--- src/rtl/nbank_mem_cof_burst_ctrl_if.sv ---
// Bus bundle between the MFCC datapath/host side and the coefficient bank controller.
// The master drives addresses, enables and SRAM read data; the controller is the slave.
interface nbank_mem_cof_burst_ctrl_if #(
    parameter int unsigned ADDR_WIDTH = 14,
    parameter int unsigned DATA_WIDTH = 32,
    parameter int unsigned BANK_BITS  = 2,
    parameter int unsigned LEN_WIDTH  = 14
);
    localparam int unsigned NUM_BANKS = 2 ** BANK_BITS;

    logic                            ext_sel;
    logic [ADDR_WIDTH-1:0]           ext_addr;
    logic                            ext_ren;
    logic [ADDR_WIDTH-1:0]           sys_addr;
    logic                            sys_cen_sel;
    logic                            sys_wen_in;
    logic                            sys_wen_out;
    logic                            burst_start;
    logic [ADDR_WIDTH-1:0]           burst_base;
    logic [LEN_WIDTH-1:0]            burst_len;
    logic                            burst_busy;
    logic                            burst_done;
    logic [NUM_BANKS*DATA_WIDTH-1:0] q;
    logic [NUM_BANKS-1:0]            cen;
    logic [ADDR_WIDTH-BANK_BITS-1:0] bank_addr;
    logic [DATA_WIDTH-1:0]           rdata;
    logic                            rdata_valid;

    modport master (
        output ext_sel, ext_addr, ext_ren, sys_addr, sys_cen_sel, sys_wen_in,
               burst_start, burst_base, burst_len, q,
        input  sys_wen_out, burst_busy, burst_done, cen, bank_addr, rdata, rdata_valid
    );

    modport slave (
        input  ext_sel, ext_addr, ext_ren, sys_addr, sys_cen_sel, sys_wen_in,
               burst_start, burst_base, burst_len, q,
        output sys_wen_out, burst_busy, burst_done, cen, bank_addr, rdata, rdata_valid
    );
endinterface

--- src/rtl/nbank_mem_cof_burst_ctrl.sv ---
// Coefficient SRAM bank controller: address select, bank decode, latency-aligned read
// return and an autonomous burst reader for pre-loading contiguous coefficient ranges.
module nbank_mem_cof_burst_ctrl #(
    parameter int unsigned ADDR_WIDTH = 14,
    parameter int unsigned DATA_WIDTH = 32,
    parameter int unsigned BANK_BITS  = 2,
    parameter int unsigned RD_LAT     = 1,
    parameter int unsigned LEN_WIDTH  = 14
) (
    input logic                  clk,
    input logic                  rst_n,
    nbank_mem_cof_burst_ctrl_if.slave bus
);
    localparam int unsigned NUM_BANKS = 2 ** BANK_BITS;
    localparam int unsigned BA_WIDTH  = ADDR_WIDTH - BANK_BITS;
    localparam int unsigned DCNT_W    = $clog2(RD_LAT + 1);

    typedef enum logic [1:0] {StIdle, StRun, StDrain} state_e;

    state_e                state_q, state_d;
    logic [ADDR_WIDTH-1:0] addr_cnt_q, addr_cnt_d;
    logic [LEN_WIDTH-1:0]  rem_q, rem_d;
    logic [DCNT_W-1:0]     drain_q, drain_d;
    logic                  done_c;

    logic                  run;
    logic [ADDR_WIDTH-1:0] addr_sel;
    logic [BANK_BITS-1:0]  bank;
    logic [NUM_BANKS-1:0]  cen_c;
    logic                  req;

    logic [BANK_BITS-1:0]  bank_pipe_q [RD_LAT];
    logic [RD_LAT-1:0]     req_pipe_q;
    logic [DATA_WIDTH-1:0] q_words [NUM_BANKS];

    always_ff @(posedge clk or negedge rst_n) begin
        if (!rst_n) begin
            state_q    <= StIdle;
            addr_cnt_q <= '0;
            rem_q      <= '0;
            drain_q    <= '0;
        end else begin
            state_q    <= state_d;
            addr_cnt_q <= addr_cnt_d;
            rem_q      <= rem_d;
            drain_q    <= drain_d;
        end
    end

    always_comb begin
        state_d    = state_q;
        addr_cnt_d = addr_cnt_q;
        rem_d      = rem_q;
        drain_d    = drain_q;
        done_c     = 1'b0;
        unique case (state_q)
            StIdle: begin
                if (bus.burst_start) begin
                    if (bus.burst_len != '0) begin
                        addr_cnt_d = bus.burst_base;
                        rem_d      = bus.burst_len;
                        state_d    = StRun;
                    end else begin
                        // Zero-length burst: no access, done on the following cycle.
                        drain_d = '0;
                        state_d = StDrain;
                    end
                end
            end
            StRun: begin
                addr_cnt_d = addr_cnt_q + ADDR_WIDTH'(1);
                rem_d      = rem_q - LEN_WIDTH'(1);
                if (rem_q == LEN_WIDTH'(1)) begin
                    drain_d = DCNT_W'(RD_LAT);
                    state_d = StDrain;
                end
            end
            StDrain: begin
                // Done fires in the cycle the count would reach zero, i.e. with the last valid.
                if (drain_q <= DCNT_W'(1)) begin
                    done_c  = 1'b1;
                    drain_d = '0;
                    state_d = StIdle;
                end else begin
                    drain_d = drain_q - DCNT_W'(1);
                end
            end
            default: state_d = StIdle;
        endcase
    end

    assign run      = (state_q == StRun);
    assign addr_sel = run ? addr_cnt_q : (bus.ext_sel ? bus.ext_addr : bus.sys_addr);
    assign bank     = addr_sel[ADDR_WIDTH-1 -: BANK_BITS];
    assign req      = run || (bus.ext_sel && bus.ext_ren && bus.sys_cen_sel);

    always_comb begin
        cen_c = '0;
        if (run || bus.sys_cen_sel) begin
            cen_c[bank] = 1'b1;
        end
    end

    assign bus.cen         = cen_c;
    assign bus.bank_addr   = addr_sel[BA_WIDTH-1:0];
    assign bus.sys_wen_out = run ? 1'b1 : bus.sys_wen_in;
    assign bus.burst_busy  = (state_q != StIdle);
    assign bus.burst_done  = done_c;

    always_ff @(posedge clk or negedge rst_n) begin
        if (!rst_n) begin
            for (int i = 0; i < RD_LAT; i++) begin
                bank_pipe_q[i] <= '0;
            end
            req_pipe_q <= '0;
        end else begin
            bank_pipe_q[0] <= bank;
            req_pipe_q[0]  <= req;
            for (int i = 1; i < RD_LAT; i++) begin
                bank_pipe_q[i] <= bank_pipe_q[i-1];
                req_pipe_q[i]  <= req_pipe_q[i-1];
            end
        end
    end

    for (genvar k = 0; k < NUM_BANKS; k++) begin : g_q_words
        assign q_words[k] = bus.q[k*DATA_WIDTH +: DATA_WIDTH];
    end

    assign bus.rdata       = q_words[bank_pipe_q[RD_LAT-1]];
    assign bus.rdata_valid = req_pipe_q[RD_LAT-1];
endmodule

--- src/flat_wrapper.sv ---
// flat-port wrapper written by rule: the top's interface ports become plain ports
module nbank_mem_cof_burst_ctrl_flat 
#(
    parameter int unsigned ADDR_WIDTH = 14,
    parameter int unsigned DATA_WIDTH = 32,
    parameter int unsigned BANK_BITS  = 2,
    parameter int unsigned RD_LAT     = 1,
    parameter int unsigned LEN_WIDTH  = 14
)
  (clk, rst_n, bus_ext_sel, bus_ext_addr, bus_ext_ren, bus_sys_addr, bus_sys_cen_sel, bus_sys_wen_in, bus_burst_start, bus_burst_base, bus_burst_len, bus_q, bus_sys_wen_out, bus_burst_busy, bus_burst_done, bus_cen, bus_bank_addr, bus_rdata, bus_rdata_valid);
  nbank_mem_cof_burst_ctrl_if #(.ADDR_WIDTH(ADDR_WIDTH), .DATA_WIDTH(DATA_WIDTH), .BANK_BITS(BANK_BITS), .LEN_WIDTH(LEN_WIDTH)) bus_i ();
  input logic clk;
  input logic rst_n;
  input wire logic [$bits(bus_i.ext_sel)-1:0] bus_ext_sel;
  input wire logic [$bits(bus_i.ext_addr)-1:0] bus_ext_addr;
  input wire logic [$bits(bus_i.ext_ren)-1:0] bus_ext_ren;
  input wire logic [$bits(bus_i.sys_addr)-1:0] bus_sys_addr;
  input wire logic [$bits(bus_i.sys_cen_sel)-1:0] bus_sys_cen_sel;
  input wire logic [$bits(bus_i.sys_wen_in)-1:0] bus_sys_wen_in;
  input wire logic [$bits(bus_i.burst_start)-1:0] bus_burst_start;
  input wire logic [$bits(bus_i.burst_base)-1:0] bus_burst_base;
  input wire logic [$bits(bus_i.burst_len)-1:0] bus_burst_len;
  input wire logic [$bits(bus_i.q)-1:0] bus_q;
  output wire logic [$bits(bus_i.sys_wen_out)-1:0] bus_sys_wen_out;
  output wire logic [$bits(bus_i.burst_busy)-1:0] bus_burst_busy;
  output wire logic [$bits(bus_i.burst_done)-1:0] bus_burst_done;
  output wire logic [$bits(bus_i.cen)-1:0] bus_cen;
  output wire logic [$bits(bus_i.bank_addr)-1:0] bus_bank_addr;
  output wire logic [$bits(bus_i.rdata)-1:0] bus_rdata;
  output wire logic [$bits(bus_i.rdata_valid)-1:0] bus_rdata_valid;
  assign bus_i.ext_sel = bus_ext_sel;
  assign bus_i.ext_addr = bus_ext_addr;
  assign bus_i.ext_ren = bus_ext_ren;
  assign bus_i.sys_addr = bus_sys_addr;
  assign bus_i.sys_cen_sel = bus_sys_cen_sel;
  assign bus_i.sys_wen_in = bus_sys_wen_in;
  assign bus_i.burst_start = bus_burst_start;
  assign bus_i.burst_base = bus_burst_base;
  assign bus_i.burst_len = bus_burst_len;
  assign bus_i.q = bus_q;
  assign bus_sys_wen_out = bus_i.sys_wen_out;
  assign bus_burst_busy = bus_i.burst_busy;
  assign bus_burst_done = bus_i.burst_done;
  assign bus_cen = bus_i.cen;
  assign bus_bank_addr = bus_i.bank_addr;
  assign bus_rdata = bus_i.rdata;
  assign bus_rdata_valid = bus_i.rdata_valid;
  nbank_mem_cof_burst_ctrl #(.ADDR_WIDTH(ADDR_WIDTH), .DATA_WIDTH(DATA_WIDTH), .BANK_BITS(BANK_BITS), .RD_LAT(RD_LAT), .LEN_WIDTH(LEN_WIDTH)) u_core (.clk(clk), .rst_n(rst_n), .bus(bus_i));
endmodule
--- config.mk ---
export PLATFORM = sky130hd
export DESIGN_NAME = nbank_mem_cof_burst_ctrl_flat
export DESIGN_NICKNAME = d
export VERILOG_FILES = /design/src/rtl/nbank_mem_cof_burst_ctrl_if.sv /design/src/rtl/nbank_mem_cof_burst_ctrl.sv /design/src/flat_wrapper.sv
export SDC_FILE = /design/constraint.sdc
export NUM_CORES = 1
export LEC_CHECK = 0
export CORE_UTILIZATION = 39
export DETAILED_ROUTE_END_ITERATION = 7
export GPL_TIMING_DRIVEN = 0
export PLACE_DENSITY = 0.86
export SYNTH_ARGS = -nofsm -noshare
export SYNTH_HDL_FRONTEND = slang
export SYNTH_SLANG_ARGS = --single-unit
export TNS_END_PERCENT = 10
--- constraint.sdc ---
create_clock -name clk -period 5.9 [get_ports clk]
set_input_delay 1.18 -clock clk [delete_from_list [all_inputs] [get_ports clk]]
set_output_delay 1.18 -clock clk [all_outputs]
set_load 0.02 [all_outputs]
==> results by group, run 1 <==
Status
  – Status: complete, no violations

Yosys
  – Yosys Warn Count: 0
  – Yosys reg bits: 33
  – Sequential share of the synthesized area: 0.240
  – Synth top area cells: dfrtp_1 (24%), mux4_2 (21%), mux2i_1 (4.9%), o21ai_0 (3.2%), nand2_1 (2.9%)
  – Most frequent cells after synthesis: dfrtp_1 (33), mux4_2 (32), nand2_1 (27), clkbuf_1 (24)
  – Post-synth EDFFs: 0
  – Mean Syn Cell Area: ~9.4 µm²
  – Synthesized area: 3440 µm²
  – Synth area leader: dfrtp_1
  – Post-synthesis cell type count: 62
  – FFs w/ async S/R, synth: 1.00
  – Top cell type's share of synthesized area: 0.240
  – Mapped Nets: 559
  – Main synth FF type: dfrtp_1
  – Gate Count Post-Synth: 365
  – Top-count cell post-synth: dfrtp_1

GRT
  – Grt met1 use: 0.557
  – First-pass GRT wire length: 26300 µm
  – Met3 Resource Use GR: 0.165
  – Met2 track demand over resource: 0.580
  – Vias in the first global route: 4453
  – GRT overflow: 0
  – Total Routing Usage GR: 0.401
  – Grt peak-use layer: met2
  – Largest net degree at the start of global routing: 34
  – Initial antenna violation count: 3

Clocking
  – CTS buffer count: 5
  – Sink Count: 33
  – Post-CTS setup buffer count: 0
  – Post-CTS Resized: 0
  – Worst-Skew Late Latency: 0.30 ns
  – Root Driver: clkbuf_8
  – Bufs on Longest Clock Path: 2
  – CTS tree: yes
  – CTS hold repair buffers: 0
  – Clock slew at reported path FFs: ~0.070 ns
  – H-Tree Depth: 2

Worst setup path
  – Critical path class: in -> out
  – Worst Path Arrival: about 3.2 ns
  – Reg2reg setup slack: 3.63 ns
  – R2r startpoint: u_core.state_q[0]
  – Crit path from: bus_ext_sel
  – Reg-to-Reg End: u_core.addr_cnt_q[9]
  – Crit-path max FO: 10
  – Startpoint types: primary input
  – Crit path capture type: output pin
  – CP Data Required Time: 4.72 ns
  – Worst Setup EP: bus_bank_addr[3]
  – Cells on worst reg2reg path: 7

Route
  – 1st-pass router iterations: 6
  – Antenna-violating nets left: 0
  – Routed WL: 18500 µm
  – Via count: 4553
  – DR iter-0 viols: roughly 560
  – Remaining DRCs: 0
  – Drt wl/cell: 25.7 µm
  – Vias per cell: roughly 6.3

Power and ir drop
  – Internal power: between 700 and 800 µW
  – Sequential share of power: 0.301
  – Clock power frac: 0.150
  – Power Total: 1.20 mW
  – Power per cell area: 197 nW/µm²
  – Worst vdd ir: 0.137 mV
  – Sw Pwr: 474 µW
  – Net Sw Frac: 0.397
  – Pleak: between 2 and 2.5 nW
  – Comb pwr share: 0.549

Die
  – Top Ports: 243
  – Initial Util: 0.411
  – Core area: 8380 µm²
  – Die height: 95.9 µm
  – Die area: 9200 µm²
  – DIE WIDTH: 95.9 µm
  – Rows: 33

Place
  – GPL Wtd Cong: 0.956
  – Port Buf Inserts: around 240
  – Post-DP HPWL: around 15000 µm
  – Placed cell count: 711

STA
  – Setup violators final: 0
  – Final Cycle Share: 0.744
  – Slew HR: 0.436
  – Worst-margin pin slew: 0.846 ns
  – Fmax: 228 MHz
  – Setup_tns: 0 ns
  – Worst Skew: 0.00904 ns
  – Max-slew violation count: 0
  – RSZ-0062 raised after global routing: no
  – Final hold violations: 0
  – Min Tclk post-route: approximately 4.4 ns

Worst hold path
  – HP Class: reg -> reg
  – Hold path depth: 1

Cells and area
  – # nets final: 807
  – Proportion of layout cells with a drive suffix above 1: 0.119
  – Area Overhead vs Synth: 76.4%
  – Finished Layout Cells: 720

Job
  – Max_cap viols: 0
-- power by group through the flow --
stage,Sequential [mW],Combinational [mW],Clock [mW]
final,0.359,0.656,0.180
after global routing,0.364,0.703,0.192
after CTS,0.354,0.648,0.177
after detailed placement,0.358,0.644,0
after global placement,0.351,0.624,0
after floorplan,0.334,0.353,0
-- placed cells by master, fill, tap and decap left out, drive strengths merged, types with 10 or more instances in the layout --
cell,n
clkdlybuf4s50,240
dfrtp,33
mux4,32
clkbuf,29
nand2,27
o21ai,26
buf,26
nor2,22
nand3,20
mux2i,17
inv,11
nor3,10
a21oi,10
-- worst min path at each step --
stage	slack, ns	endpoint	start
after floorplan	0.47	u_core.rem_q[12]	u_core.rem_q[12]
after global placement	0.49	u_core.rem_q[12]	u_core.rem_q[12]
after detailed placement	0.49	u_core.rem_q[12]	u_core.rem_q[12]
after CTS	0.52	u_core.rem_q[12]	u_core.rem_q[12]
after global routing	0.55	u_core.addr_cnt_q[12]	u_core.addr_cnt_q[12]
final	0.52	u_core.rem_q[12]	u_core.rem_q[12]
-- cell families (layout without fill, tap and decap cells) --
kind of cell,after synthesis,after routing,synth area share
compound gates,105,105,0.233
fa+ha+maj,3,3,0.0109
buf+inv,61,310,0.0829
flops,33,33,0.240
mux,54,54,0.275
other cells,0,1,0
simple gates,109,109,0.158
-- worst max-delay path: stages --
cell and delay (ns):
clkbuf_1 0.32, buf_1 0.61, mux2i_1 0.18, o21ai_0 0.20, buf_4 0.13, clkdlybuf4s50_1 0.59
-- per-layer routing --
| layer | up-vias | share of wire |
|---|---|---|
| met5 | - | 0.0018 |
| met4 | 4 | 0.024 |
| li1 | 1933 | - |
| met2 | 396 | 0.43 |
| met3 | 55 | 0.15 |
| met1 | 2165 | 0.39 |
-- through the flow --
stage | setup WS, ns | util | hold slack [ns] | instance area (µm²)
4_1_cts | 1.49 | 0.724 | 0.516 | 6070
6_report | 1.51 | 0.724 | 0.521 | 6070
3_5_place_dp | 1.49 | 0.713 | 0.493 | 5980
3_3_place_gp | 1.54 | 0.714 | 0.488 | 5980
2_1_floorplan | 2.20 | - | 0.467 | 3440
5_1_grt | 1.31 | 0.724 | 0.549 | 6070
-- registers in the layout (all words and copies together), names as in the netlist --
name	flops
u_core.rem_q	14
u_core.state_q	2
u_core.bank_pipe_q	2
u_core.bus.rdata_valid	1
u_core.addr_cnt_q	14
-- final cells by class --
class / count / area [µm²]
multi-input combinational: 271 / 2330
buffer: 49 / 240
clock inverter: 3 / 17.5
timing repair buffer: 241 / 2410
inverter: 12 / 45.0
fill: 620 / 2310
sequential: 33 / 826
tap: 105 / 131
clock buffer: 5 / 68.8
antenna: 1 / 2.50
No activity file was read; power rests on OpenSTA's default activity.
==> inputs of run 2 (changes only) <==
--- a/config.mk
+++ b/config.mk
@@ -5,10 +5,10 @@
 export SDC_FILE = /design/constraint.sdc
 export NUM_CORES = 1
 export LEC_CHECK = 0
-export CORE_UTILIZATION = 39
+export CORE_UTILIZATION = 36
 export DETAILED_ROUTE_END_ITERATION = 7
 export GPL_TIMING_DRIVEN = 0
-export PLACE_DENSITY = 0.86
+export PLACE_DENSITY = 0.8
 export SYNTH_ARGS = -nofsm -noshare
 export SYNTH_HDL_FRONTEND = slang
 export SYNTH_SLANG_ARGS = --single-unit
==> constraint.sdc (replaced) <==
create_clock -name clk -period 4.25 [get_ports clk]
set_input_delay 0.85 -clock clk [delete_from_list [all_inputs] [get_ports clk]]
set_output_delay 0.85 -clock clk [all_outputs]
set_load 0.02 [all_outputs]
==> results by group, run 2 (synthesis gave the netlist of run 1 again) <==
Die
  – Die area: 9950 µm²
  – Rows: 35
  – DIE WIDTH: 99.8 µm
  – Core area: between 9000 and 10000 µm²
  – Top Ports: around 240
  – Die height: 99.8 µm
  – Initial Util: 0.372

GRT
  – Largest net degree at the start of global routing: 34
  – Vias in the first global route: about 4.2k
  – First-pass GRT wire length: between 20000 and 30000 µm
  – Total Routing Usage GR: 0.356
  – Initial antenna violation count: 0
  – GRT overflow: 0

STA
  – Slew HR: 0.460
  – Final worst slack: 0.247 ns
  – Setup_tns: 0 ns
  – Worst Skew: 0.00883 ns
  – Final Cycle Share: 0.942
  – Worst-margin pin slew: 0.810 ns
  – Max-slew violation count: 0
  – Final hold violations: 0
  – RSZ-0062 raised after global routing: no
  – Fmax: about 250 MHz
  – Fin Hold WS: 0.524 ns
  – Min Tclk post-route: about 4 ns
  – Setup violators final: 0

Cells and area
  – Most frequent cells in the layout: clkdlybuf4s50_1 (240), dfrtp_1 (33), mux4_2 (32)
  – Finished Layout Cells: 743
  – Final Util: 0.661
  – Largest registers: u_core.addr_cnt_q: 14 flops, u_core.rem_q: 14 flops
  – Most common cell after layout, fill and taps aside: clkdlybuf4s50_1
  – Diode count: 0
  – Post-route cell area: 6110 µm²
  – Proportion of layout cells with a drive suffix above 1: 0.119
  – # nets final: 807
  – Area Overhead vs Synth: 77.6%

Route
  – 1st-pass router iterations: 6
  – Via count: 4386
  – Antenna-violating nets left: 0
  – Remaining DRCs: 0
  – DR iter-0 viols: 385
  – Routed WL: about 18000 µm
  – Drt wl/cell: 24.5 µm
  – Vias per cell: 5.90

Status
  – Status: complete, no violations

Place
  – Port Buf Inserts: 241
  – Placed cell area: 6010 µm²
  – GPL Wtd Cong: 0.977
  – Post-DP HPWL: 15100 µm
  – Placed cell count: 735
  – Place WS: 0.458 ns

Clocking
  – Worst-Skew Late Latency: 0.29 ns
  – CTS buffer count: 5
  – Post-CTS Resized: 0
  – H-Tree Depth: 2
  – Bufs on Longest Clock Path: 2
  – Sink Count: 33
  – Post-CTS setup buffer count: 0
  – Clock slew at reported path FFs: around 0.080 ns
  – Root Driver: clkbuf_8
  – CTS hold repair buffers: 0
  – CTS tree: yes

Worst setup path
  – Worst Path Arrival: 3.15 ns
  – Critical path class: reg -> out
  – Crit path capture type: output pin
  – Crit-path max FO: 10
  – CP Data Required Time: ~3.4 ns
  – Startpoint types: flop

Power and ir drop
  – Power Total: 1.68 mW
  – Power per cell area: 274 nW/µm²
  – Pleak: 2.33 nW
  – Worst vdd ir: 0.168 mV

Job
  – Max_cap viols: 0

Worst hold path
  – HP Class: reg -> reg
[run 2: changes by cell type in the layout (fill, tap and decap cells not counted)]
cell | before | now
clkbuf_8 | 5 | 7
clkinvlp_4 | 1 | 0
clkinv_2 | 2 | 1
diode_2 | 1 | 0
[run 2: layout make-up]
class | count | area [µm²]
clock buffers | 7 | 96.3
well taps | 129 | 161
clock inverters | 1 | 5.00
repair buffers | 241 | 2410
flip-flops and latches | 33 | 826
inverters | 12 | 45.0
fillers | 771 | 3130
multi-input cells | 271 | 2330
plain buffers | 49 | 240
[run 2: critical path: stages, from the launching register on]
cell and delay, ns:
dfrtp_1 0.33, clkbuf_1 0.23, nor2b_1 0.17, clkbuf_1 0.26, clkbuf_1 0.54, buf_1 0.38
nand2_1 0.12, o21ai_0 0.10, buf_4 0.13, clkdlybuf4s50_1 0.58
[run 2: path summary, 6_finish.rpt]
path                                   start               end  slack, ns  cells after the start
setup reg to reg             u_core.rem_q[1]  u_core.rem_q[12]       2.03                      7
min in group asynchronous              rst_n   u_core.rem_q[5]       0.65                      1
hold / removal              u_core.rem_q[12]  u_core.rem_q[12]       0.52                      1
setup / recovery           u_core.state_q[0]  bus_bank_addr[5]       0.25                      9
hold reg to reg             u_core.rem_q[12]  u_core.rem_q[12]       0.52                      1
max in group asynchronous              rst_n   u_core.rem_q[9]       3.09                      1
[run 2: layer usage]
metal  global-route usage  wire length, µm
met1                0.447             6710
met2                0.596             8890
met3               0.0801             1880
met4                0.136              725
met5                    0                0
[run 2: report_power, final]
part	switching (mW)	internal (mW)	leakage, nW
clock network	0.129	0.147	0.0542
logic	0.417	0.492	1.92
registers	0.0980	0.394	0.362
